[src/rtl/dbg_trace_pkg.sv]
`default_nettype none
// ============================================================================
// Module      : dbg_trace_pkg
// Description : Shared types for the debug trace controller: controller state
//               encoding, MODE input encodings, the trace-entry view struct and
//               a byte-pick helper used by the LED mux.
// Build macro : none here (DBG_TRACE_WRAP_EN is consumed by dbg_trace_ctrl)
// Revision    : 1.0 - initial release
// ============================================================================
package dbg_trace_pkg;

    // Widest data word the LED view can address (four byte lanes).
    localparam int c_trace_max_w = 32;

    typedef enum logic [1:0] {
        ST_HALT  = 2'd0,
        ST_STEP1 = 2'd1,
        ST_RUNN  = 2'd2,
        ST_FREE  = 2'd3
    } dbg_state_t;

    localparam logic [1:0] c_mode_halt  = 2'b00;
    localparam logic [1:0] c_mode_step  = 2'b01;
    localparam logic [1:0] c_mode_run_n = 2'b10;
    localparam logic [1:0] c_mode_free  = 2'b11;

    // One trace entry, fields normalised to c_trace_max_w so that byte lanes
    // beyond a narrow DATA_W read as zero.
    typedef struct packed {
        logic [c_trace_max_w-1:0] inst;
        logic [c_trace_max_w-1:0] res;
        logic                     we;
    } trace_entry_t;

    function automatic logic [7:0] view_byte(input logic [c_trace_max_w-1:0] word,
                                             input logic [1:0]               idx);
        return word[{idx, 3'b000} +: 8];
    endfunction

endpackage
`default_nettype wire

[src/rtl/dbg_trace_ram.sv]
`default_nettype none
// ============================================================================
// Module      : dbg_trace_ram
// Description : Trace storage, DEPTH x WIDTH register array with a single
//               synchronous write port and an asynchronous read port.
// Ports       : clk        - write clock
//               we         - write enable
//               waddr/wdata- write address / data
//               raddr      - read address
//               rdata      - read data (combinational from raddr)
// Build macro : none
// Revision    : 1.0 - initial release
// ============================================================================
module dbg_trace_ram
    import dbg_trace_pkg::*;
#(
    parameter int WIDTH = 65,
    parameter int DEPTH = 16,
    parameter int AW    = 4
) (
    input  logic             clk,
    input  logic             we,
    input  logic [AW-1:0]    waddr,
    input  logic [WIDTH-1:0] wdata,
    input  logic [AW-1:0]    raddr,
    output logic [WIDTH-1:0] rdata
);

    logic [WIDTH-1:0] r_mem [DEPTH];

    // Storage is intentionally not reset; validity is tracked by the
    // controller's occupancy count.
    always_ff @(posedge clk) begin
        if (we) begin
            r_mem[waddr] <= wdata;
        end
    end

    assign rdata = r_mem[raddr];

endmodule
`default_nettype wire

[src/rtl/dbg_trace_ctrl.sv]
`default_nettype none
// ============================================================================
// Module      : dbg_trace_ctrl
// Description : Debug single-step / run-N / free-run controller for a soft
//               core, with a FWFT trace ring capturing {inst, res, we} on every
//               enabled core cycle and a registered LED byte view of the head.
// Ports       : clk, rst            - clock, async active-high reset
//               mode, step, run_cnt - run control (HALT/STEP/RUN_N/FREE)
//               cpu_en              - core clock enable
//               tr_inst/tr_res/tr_we- core debug taps
//               rd_req              - pop head entry
//               rd_valid/rd_inst/rd_res/rd_we - head entry (fall-through)
//               sel, led            - LED byte select / registered byte
//               count, full, overflow - occupancy and status
// Build macro : DBG_TRACE_WRAP_EN - defined: overwrite oldest entry when full
//               and flag overflow; undefined: stall the core while full.
// Revision    : 1.0 - initial release
// ============================================================================
module dbg_trace_ctrl
    import dbg_trace_pkg::*;
#(
    parameter int DATA_W = 32,
    parameter int DEPTH  = 16,
    parameter int CNT_W  = 8
) (
    input  logic                     clk,
    input  logic                     rst,
    input  logic [1:0]               mode,
    input  logic                     step,
    input  logic [CNT_W-1:0]         run_cnt,
    output logic                     cpu_en,
    input  logic [DATA_W-1:0]        tr_inst,
    input  logic [DATA_W-1:0]        tr_res,
    input  logic                     tr_we,
    input  logic                     rd_req,
    output logic                     rd_valid,
    output logic [DATA_W-1:0]        rd_inst,
    output logic [DATA_W-1:0]        rd_res,
    output logic                     rd_we,
    input  logic [2:0]               sel,
    output logic [7:0]               led,
    output logic [$clog2(DEPTH):0]   count,
    output logic                     full,
    output logic                     overflow
);

    localparam int c_aw = $clog2(DEPTH);
    localparam int c_ew = 2 * DATA_W + 1;

    localparam logic [c_aw-1:0]  c_ptr_one    = (c_aw)'(1);
    localparam logic [c_aw:0]    c_count_one  = (c_aw + 1)'(1);
    localparam logic [c_aw:0]    c_full_count = (c_aw + 1)'(DEPTH);
    localparam logic [CNT_W-1:0] c_cnt_one    = (CNT_W)'(1);

    dbg_state_t        r_state;
    logic [CNT_W-1:0]  r_cnt;
    logic [c_aw-1:0]   r_wr_ptr;
    logic [c_aw-1:0]   r_rd_ptr;
    logic [c_aw:0]     r_count;
    logic              r_full;
    logic [7:0]        r_led;

    logic              w_cpu_en;
    logic              w_push;
    logic              w_pop;
    logic [c_aw:0]     w_count_nxt;
    logic [c_ew-1:0]   w_head;
    trace_entry_t      w_view;
    logic [7:0]        w_led_nxt;

    // ------------------------------------------------------------------------
    // Core enable: any non-HALT state runs the core. Without wrap, a full ring
    // (registered) holds the core off so no trace is lost.
    // ------------------------------------------------------------------------
`ifdef DBG_TRACE_WRAP_EN
    assign w_cpu_en = (r_state != ST_HALT);
`else
    assign w_cpu_en = (r_state != ST_HALT) && !r_full;
`endif

    assign w_push = w_cpu_en;
    assign w_pop  = rd_req && (r_count != '0);

    // ------------------------------------------------------------------------
    // Run-control FSM. MODE is only looked at in HALT and FREE so a mode
    // change cannot truncate a step or a run. STEP1 and RUNN only make
    // progress on cycles where the core is actually enabled.
    // ------------------------------------------------------------------------
    always_ff @(posedge clk or posedge rst) begin
        if (rst) begin
            r_state <= ST_HALT;
            r_cnt   <= '0;
        end else begin
            case (r_state)
                ST_HALT: begin
                    if (mode == c_mode_free) begin
                        r_state <= ST_FREE;
                    end else if (step && (mode == c_mode_step)) begin
                        r_state <= ST_STEP1;
                    end else if (step && (mode == c_mode_run_n) && (run_cnt != '0)) begin
                        r_state <= ST_RUNN;
                        r_cnt   <= run_cnt;
                    end
                end
                ST_STEP1: begin
                    if (w_cpu_en) begin
                        r_state <= ST_HALT;
                    end
                end
                ST_RUNN: begin
                    if (w_cpu_en) begin
                        r_cnt <= r_cnt - c_cnt_one;
                        if (r_cnt == c_cnt_one) begin
                            r_state <= ST_HALT;
                        end
                    end
                end
                ST_FREE: begin
                    if (mode != c_mode_free) begin
                        r_state <= ST_HALT;
                    end
                end
                default: r_state <= ST_HALT;
            endcase
        end
    end

    // ------------------------------------------------------------------------
    // Ring pointers and occupancy. A push into a full ring (wrap build only)
    // overwrites the head, so the read pointer advances once whether that
    // happens alone or together with a pop.
    // ------------------------------------------------------------------------
    always_comb begin
        w_count_nxt = r_count;
        if (w_push && !w_pop && !r_full) begin
            w_count_nxt = r_count + c_count_one;
        end else if (w_pop && !w_push) begin
            w_count_nxt = r_count - c_count_one;
        end
    end

    always_ff @(posedge clk or posedge rst) begin
        if (rst) begin
            r_wr_ptr <= '0;
            r_rd_ptr <= '0;
            r_count  <= '0;
            r_full   <= 1'b0;
        end else begin
            if (w_push) begin
                r_wr_ptr <= r_wr_ptr + c_ptr_one;
            end
            if (w_pop || (w_push && r_full)) begin
                r_rd_ptr <= r_rd_ptr + c_ptr_one;
            end
            r_count <= w_count_nxt;
            r_full  <= (w_count_nxt == c_full_count);
        end
    end

`ifdef DBG_TRACE_WRAP_EN
    logic r_overflow;

    always_ff @(posedge clk or posedge rst) begin
        if (rst) begin
            r_overflow <= 1'b0;
        end else if (w_push && r_full && !w_pop) begin
            r_overflow <= 1'b1;
        end
    end

    assign overflow = r_overflow;
`else
    assign overflow = 1'b0;
`endif

    // ------------------------------------------------------------------------
    // Storage
    // ------------------------------------------------------------------------
    dbg_trace_ram #(
        .WIDTH (c_ew),
        .DEPTH (DEPTH),
        .AW    (c_aw)
    ) u_ram (
        .clk   (clk),
        .we    (w_push),
        .waddr (r_wr_ptr),
        .wdata ({tr_inst, tr_res, tr_we}),
        .raddr (r_rd_ptr),
        .rdata (w_head)
    );

    // ------------------------------------------------------------------------
    // Head view and LED byte mux
    // ------------------------------------------------------------------------
    always_comb begin
        w_view.inst = (c_trace_max_w)'(w_head[c_ew-1 -: DATA_W]);
        w_view.res  = (c_trace_max_w)'(w_head[DATA_W:1]);
        w_view.we   = w_head[0];
    end

    assign w_led_nxt = sel[2] ? view_byte(w_view.res,  sel[1:0])
                              : view_byte(w_view.inst, sel[1:0]);

    always_ff @(posedge clk or posedge rst) begin
        if (rst) begin
            r_led <= '0;
        end else begin
            r_led <= (r_count != '0) ? w_led_nxt : 8'h00;
        end
    end

    assign cpu_en   = w_cpu_en;
    assign rd_valid = (r_count != '0);
    assign rd_inst  = w_head[c_ew-1 -: DATA_W];
    assign rd_res   = w_head[DATA_W:1];
    assign rd_we    = w_view.we;
    assign led      = r_led;
    assign count    = r_count;
    assign full     = r_full;

endmodule
`default_nettype wire

[config.mk]
export PLATFORM = sky130hd
export DESIGN_NAME = dbg_trace_ctrl
export DESIGN_NICKNAME = d
export VERILOG_FILES = /design/src/rtl/dbg_trace_pkg.sv /design/src/rtl/dbg_trace_ram.sv /design/src/rtl/dbg_trace_ctrl.sv
export SDC_FILE = /design/constraint.sdc
export NUM_CORES = 1
export LEC_CHECK = 0
export CORE_MARGIN = 4
export CORE_UTILIZATION = 60
export DETAILED_ROUTE_END_ITERATION = 12
export PLACE_DENSITY = 0.79
export SYNTH_ARGS = -nofsm -noshare
export SYNTH_HDL_FRONTEND = slang
export SYNTH_HIERARCHICAL = 1
export SYNTH_SLANG_ARGS = --single-unit
[constraint.sdc]
create_clock -name clk -period 9.86 [get_ports clk]
set_input_delay 1.479 -clock clk [delete_from_list [all_inputs] [get_ports clk]]
set_output_delay 1.479 -clock clk [all_outputs]
set_load 0.05 [all_outputs]
## Yosys cells after proc, flatten, opt, wreduce, memory -nomap -nowiden

Memory sizes are Yosys's and may differ from the RTL's.
Index checks and enable logic that the tools add are counted.

- Flip-flop bits (word level): 32
- Memory bits (writable): 1040
- Input port bits: 82
- Output and inout bits: 82
- Word-level logic and storage cells: 71
- Memories: 1

- Add/subtract/negate cells: 5
- Equal/unequal tests: 17
- Shifts and indexed selects: 2
- Multiplexer cells: 19
- Reduce and logical (&&, ||, !) cells: 20

Memories:

| memory | depth | width | rd ports | clocked after memory_dff | wr ports | line | RTL |
|---|---|---|---|---|---|---|---|
| u_ram.r_mem | 16 | 65 | 1 | 0 | 1 | dbg_trace_ram.sv:29 | `logic [WIDTH-1:0] r_mem [DEPTH];` |

Operator list:

| cell | count |
|---|---|
| variable part select 32 x 6 -> 8 bit | 2 |
| two-way mux 8 bit | 6 |
| != test 2 bit (second input constant) | 8 |
| case mux 8 bit (2 select lines) | 1 |
| two-way mux 2 bit | 7 |
| two-way mux 5 bit | 2 |
| AND reduction 5 bit | 2 |
| logical AND 1 bit | 9 |
| adder 4 x 1 -> 4 bit (second input constant) | 2 |
| == test 2 bit (second input constant) | 4 |
| == test 8 x 1 -> 1 bit (second input constant) | 1 |
| case mux 2 bit (4 select lines) | 1 |
| nonzero test 8 bit | 1 |
| subtractor 8 x 1 -> 8 bit (second input constant) | 1 |
| adder 5 x 1 -> 5 bit (second input constant) | 1 |
| == test 5 bit (second input constant) | 1 |
| nonzero test 5 bit | 1 |
| subtractor 5 x 1 -> 5 bit (second input constant) | 1 |
| == test 2 x 1 -> 1 bit (second input constant) | 2 |
| != test 4 bit (second input constant) | 1 |
| nonzero test 2 bit | 2 |
| zero test 1 bit | 3 |
| zero test 2 bit | 1 |
| two-way mux 1 bit | 2 |
| logical OR 1 bit | 1 |

## Longest topological paths before layout

- Depth in word-level cells: 7
- Depth in mapped cells: 9
- Gate-level depth less buffers: 8

## Cells and area by module

Netlist, hierarchy kept.

Modules (own cells, without submodules):

| module | instances | cells each | area each (sq um) | seq. area each (sq um) |
|---|---|---|---|---|
| dbg_trace_ram | 1 | 1608 | 38938.6 | 31230.0 |
| dbg_trace_ctrl | 1 | 201 | 2152.1 | 800.8 |

## Least setup slack after synthesis

OpenSTA, ideal clock, no wires.

- Kind: register -> register
- From: register r_full, in the netlist full
- To: memory u_ram.r_mem[0][0] (enable)
- Library setup time: 0.568 ns
- Data arrival time: 6.045 ns
- Required time: 9.292 ns
- Slack: 3.248 ns
- Cell stages (with the launch flop): 5
- Buffers on the path: 0
- Period minus slack after synthesis: 6.612 ns
- Cells stage by stage: dfrtp_1 o21bai_4 inv_2 or3b_1 nor3_1

- Cells in the longest elaborated chain, start to end: 4

RTL lines:

| item | line | RTL |
|---|---|---|
| start: declaration | dbg_trace_ctrl.sv:60 | `logic r_full;` |
| start signal: assignment | dbg_trace_ctrl.sv:156 | `r_full <= (w_count_nxt == c_full_count);` |
| zero test 1 bit | dbg_trace_ctrl.sv:78 | `assign w_cpu_en = (r_state != ST_HALT) && !r_full;` |
| logical AND 1 bit | dbg_trace_ctrl.sv:78 |  |
| named net cpu_en | dbg_trace_ctrl.sv:31 | `output logic cpu_en,` |
| two-way mux 1 bit | dbg_trace_ram.sv:34 | `if (we) begin` |
| two-way mux 1 bit (not written as such) | dbg_trace_ram.sv:35 | `r_mem[waddr] <= wdata;` |
| end: declaration | dbg_trace_ram.sv:29 |  |

The timed path passes the listed nets, and every way through them passes these cells.

## Worst setup path after layout

- From: register r_rd_ptr[1]
- To: output port rd_res[21]

- Cells in the longest elaborated chain, start to end: 1

RTL lines:

| item | line | RTL |
|---|---|---|
| start: declaration | dbg_trace_ctrl.sv:58 | `logic [c_aw-1:0] r_rd_ptr;` |
| start signal: assignment | dbg_trace_ctrl.sv:153 | `r_rd_ptr <= r_rd_ptr + c_ptr_one;` |
| memory read (16 x 65 bit) | n/a |  |
| end: declaration | dbg_trace_ctrl.sv:38 | `output logic [DATA_W-1:0] rd_res,` |

Every way passes these cells.

==> metrics <==
Post-CTS Hold Buffers 0; worst slack, placed 4520 ps; Routed wire per std cell 33.65 µm; port bufs 162; FFs w/ async S/R, synth 2.985%; Hold Vio Cnt, Final 0; Hold Path Cell Cnt 1; number of global-route vias before repair 21080; Post-synth EDFFs 1040; Clock Pin Slew Worst Setup and Hold Paths 60 ps; Syn Nets 1897; hold path startpoint r_cnt[5]$_DFFE_PP0P_; Critical R2R Launch r_rd_ptr[1]$_DFFE_PP0P_; number of core rows 95; routed via count 20630; Final period util 60.86%; Detailed Route WL 100.2 mm; DR iter-0 viols 2616; setup slack, reg-to-reg 5620 ps; Crit Path Max Fanout 78; width of the die 269.7 µm; Num CTS Buffers 102; post-synth cell types 51; Layout Nets 2106; Max Fclk 0.1666 GHz; post-synth top area share 76.00%; post-synthesis sequential area ratio 77.95%; Tot GR Track Use 27.60%; GPL Wtd Cong 0.8166; RSZ-0062 raised after global routing no; register area 0.03204 mm²; Setup Skew 22.74 ps; IO Pins 164; worst setup margin 3859 ps; CTS HTree Levels 3; fillcell total 3818; Lkg Pwr 0.01511 µW; largest net degree at the start of global routing 126; DP Area 0.04370 mm²; synthesized area 0.04109 mm²; max cap viols 0; Post-synth top flop edfxtp_1; Starting Density 60.86%; multi-input logic area 0.008608 mm²; placed cell count 2787; Pins Over Slew Limit 0; nature of the critical path startpoint flop; critical path capture point type output port; dpl hpwl 50.00 mm; R2R cell count 7; Worst Path Required 8380 ps; router iterations before antenna repair 5; Worst-Margin Slew 1321 ps; worst reg2reg path endpoint led[6]$_DFF_PP0_; Clock Sinks 1072; Final Cell Area 0.04726 mm²; gr ovfl total 0; Clock Tree Buf Depth 3; crit path DAT 4520 ps; Hold Path Class flop to flop; share of cells above drive strength 1 23.92%; dominant cells by area after synthesis edfxtp_1 76%, mux4_2 15%, a22oi_1 2.4%, dfrtp_1 1.9%, nand2_1 0.75%; power per cell area 354.5 mW/mm²; Die ar. 0.07274 mm²; Core Footprint 0.06751 mm²; status complete, no violations; non-filler cells, final 2979; Synth-to-Final Area Change 15.02%; Die Ht 269.7 µm; Warnings, synthesis 6; Root Buffer clkbuf_16; synthesized flop and latch total 1072; hold path endpoint r_cnt[5]$_DFFE_PP0P_; fin crit period 6001 ps; Max-slew headroom 11.95%; Post-DRT Antenna Nets 0; Setup Viol. Count Final 0; biggest area consumer among synthesized cells edfxtp_1; Post-Synthesis Cells 1809; DRC viols 0; maximum vdd drop 0.3538 mV; CP Class flop to output port; setup bufs post-CTS 0; final setup TNS 0 ps; first-pass GRT wire length 145.8 mm; CTS tree done; post-CTS resize count 0; DR vias/cell 6.925; latest clock arrival within the worst-skew pair 670 ps; syn_area_per_cell 22.71 µm²; initial antenna violation count 10
[final cells by class]
type	instances	share of cell area, %
Clock buffer	122	5.626
Antenna cell	3	0.01588
Inverter	8	0.06354
Multi-Input combinational cell	632	18.21
Tap cell	873	2.311
Timing Repair Buffer	202	4.093
Clock inverter	67	1.890
Sequential cell	1072	67.79
[worst max-delay path by stage]
stage / start / slack [ps] / cells past startpoint / to
floorplan: full$_DFF_PP0_ / 3250 / 4 / u_ram/r_mem[0][0]$_DFFE_PP_
global placement: r_rd_ptr[1]$_DFFE_PP0P_ / 4600 / 5 / rd_res[21]
detailed placement: r_rd_ptr[1]$_DFFE_PP0P_ / 4520 / 5 / rd_res[21]
CTS: r_rd_ptr[1]$_DFFE_PP0P_ / 3780 / 5 / rd_res[21]
global route: r_rd_ptr[1]$_DFFE_PP0P_ / 3710 / 5 / rd_res[0]
finish: r_rd_ptr[1]$_DFFE_PP0P_ / 3860 / 5 / rd_res[21]
[critical path: stages (launching register included)]
cell             delay [ps]
dfrtp_4                1100
buf_4                  1010
mux4_2                  440
a22oi_1                 260
nand2_1                 250
clkdlybuf4s50_1         770
[flip-flops by register name (all words and copies together) (netlist names)]
register	cells
led	8
r_wr_ptr	4
r_state	2
r_rd_ptr	4
count	5
u_ram/r_mem	1040
full	1
r_cnt	8
[report_power, final]
group          switching, µW  total [µW]  internal (µW)
Clock                   1670        4120           2450
Sequential               373        6310           5940
Combinational           4110        6330           2220
[layer usage]
metal | up-vias | global-route usage [%] | wire length, µm
li1 | 8142 | - | -
met1 | 10820 | 37.45 | 35760
met2 | 1397 | 43.79 | 49070
met3 | 260 | 7.584 | 11330
met4 | 10 | 10.55 | 4013
met5 | - | 0 | 63
[cells in the final DEF (no fill, tap or decap), drive strengths merged, types with 2 or more instances in the layout]
master / netlist / final
and3: 2 / 2
edfxtp: 1040 / 1040
mux2i: 10 / 10
nor3: 11 / 11
nand3: 2 / 2
a22oi: 132 / 132
dfrtp: 32 / 32
clkbuf: 41 / 122
xnor2: 8 / 8
nand3b: 5 / 5
inv: 8 / 11
clkdlybuf4s50: 0 / 162
a22o: 2 / 2
nor4b: 3 / 3
nor2b: 5 / 5
nor2: 29 / 29
clkinv: 0 / 41
clkinvlp: 0 / 3
or3b: 2 / 2
ha: 6 / 6
nor4: 6 / 6
a21oi: 17 / 17
buf: 56 / 40
o21ai: 11 / 11
bufinv: 0 / 20
mux2: 2 / 2
o31ai: 2 / 2
nand4: 3 / 3
diode: 0 / 3
nand2: 82 / 82
mux4: 276 / 276
nand2b: 4 / 4
[synthesized netlist by cell type, types with 2 or more instances]
cell type,instances
o21ai_0,10
a22oi_1,131
xnor2_1,8
mux2i_1,10
nand3_1,2
nand4_1,3
clkbuf_1,41
o31ai_1,2
nor4_1,6
mux2_2,2
nor2_1,29
dfrtp_1,32
buf_4,8
a22o_1,2
nor3_1,10
buf_6,16
a21oi_1,16
nand2b_1,4
nand3b_1,5
buf_2,25
nor4b_2,2
nor2b_1,5
buf_1,6
ha_1,6
mux4_2,276
nand2_1,82
edfxtp_1,1040
inv_1,7
[cells by family (layout without fill, tap and decap cells)]
family,count (synthesis),in the layout,synth area share [%]
AOI/OAI and AO/OA,171,171,3.027
muxes,288,288,15.43
and+or+nand+nor,157,157,1.784
adders and majority gates,6,6,0.1827
DFF,1072,1072,77.95
buffers and inverters,105,399,1.428
other,1,4,0.009126
xor gates and xnor gates,9,9,0.1918
[metrics by stage]
| stage | total power (µW) | utilization (%) | hold WS [ps] |
|---|---|---|---|
| 3_5_place_dp | 12610 | 64.73 | 529.1 |
| 2_1_floorplan | 10410 | - | 489.0 |
| 6_report | 16760 | 70.00 | 548.7 |
| 3_3_place_gp | 12470 | 64.73 | 508.0 |
| 5_1_grt | 17300 | 70.00 | 558.4 |
| 4_1_cts | 16790 | 69.99 | 549.1 |
No activity file was read; power rests on OpenSTA's default activity.
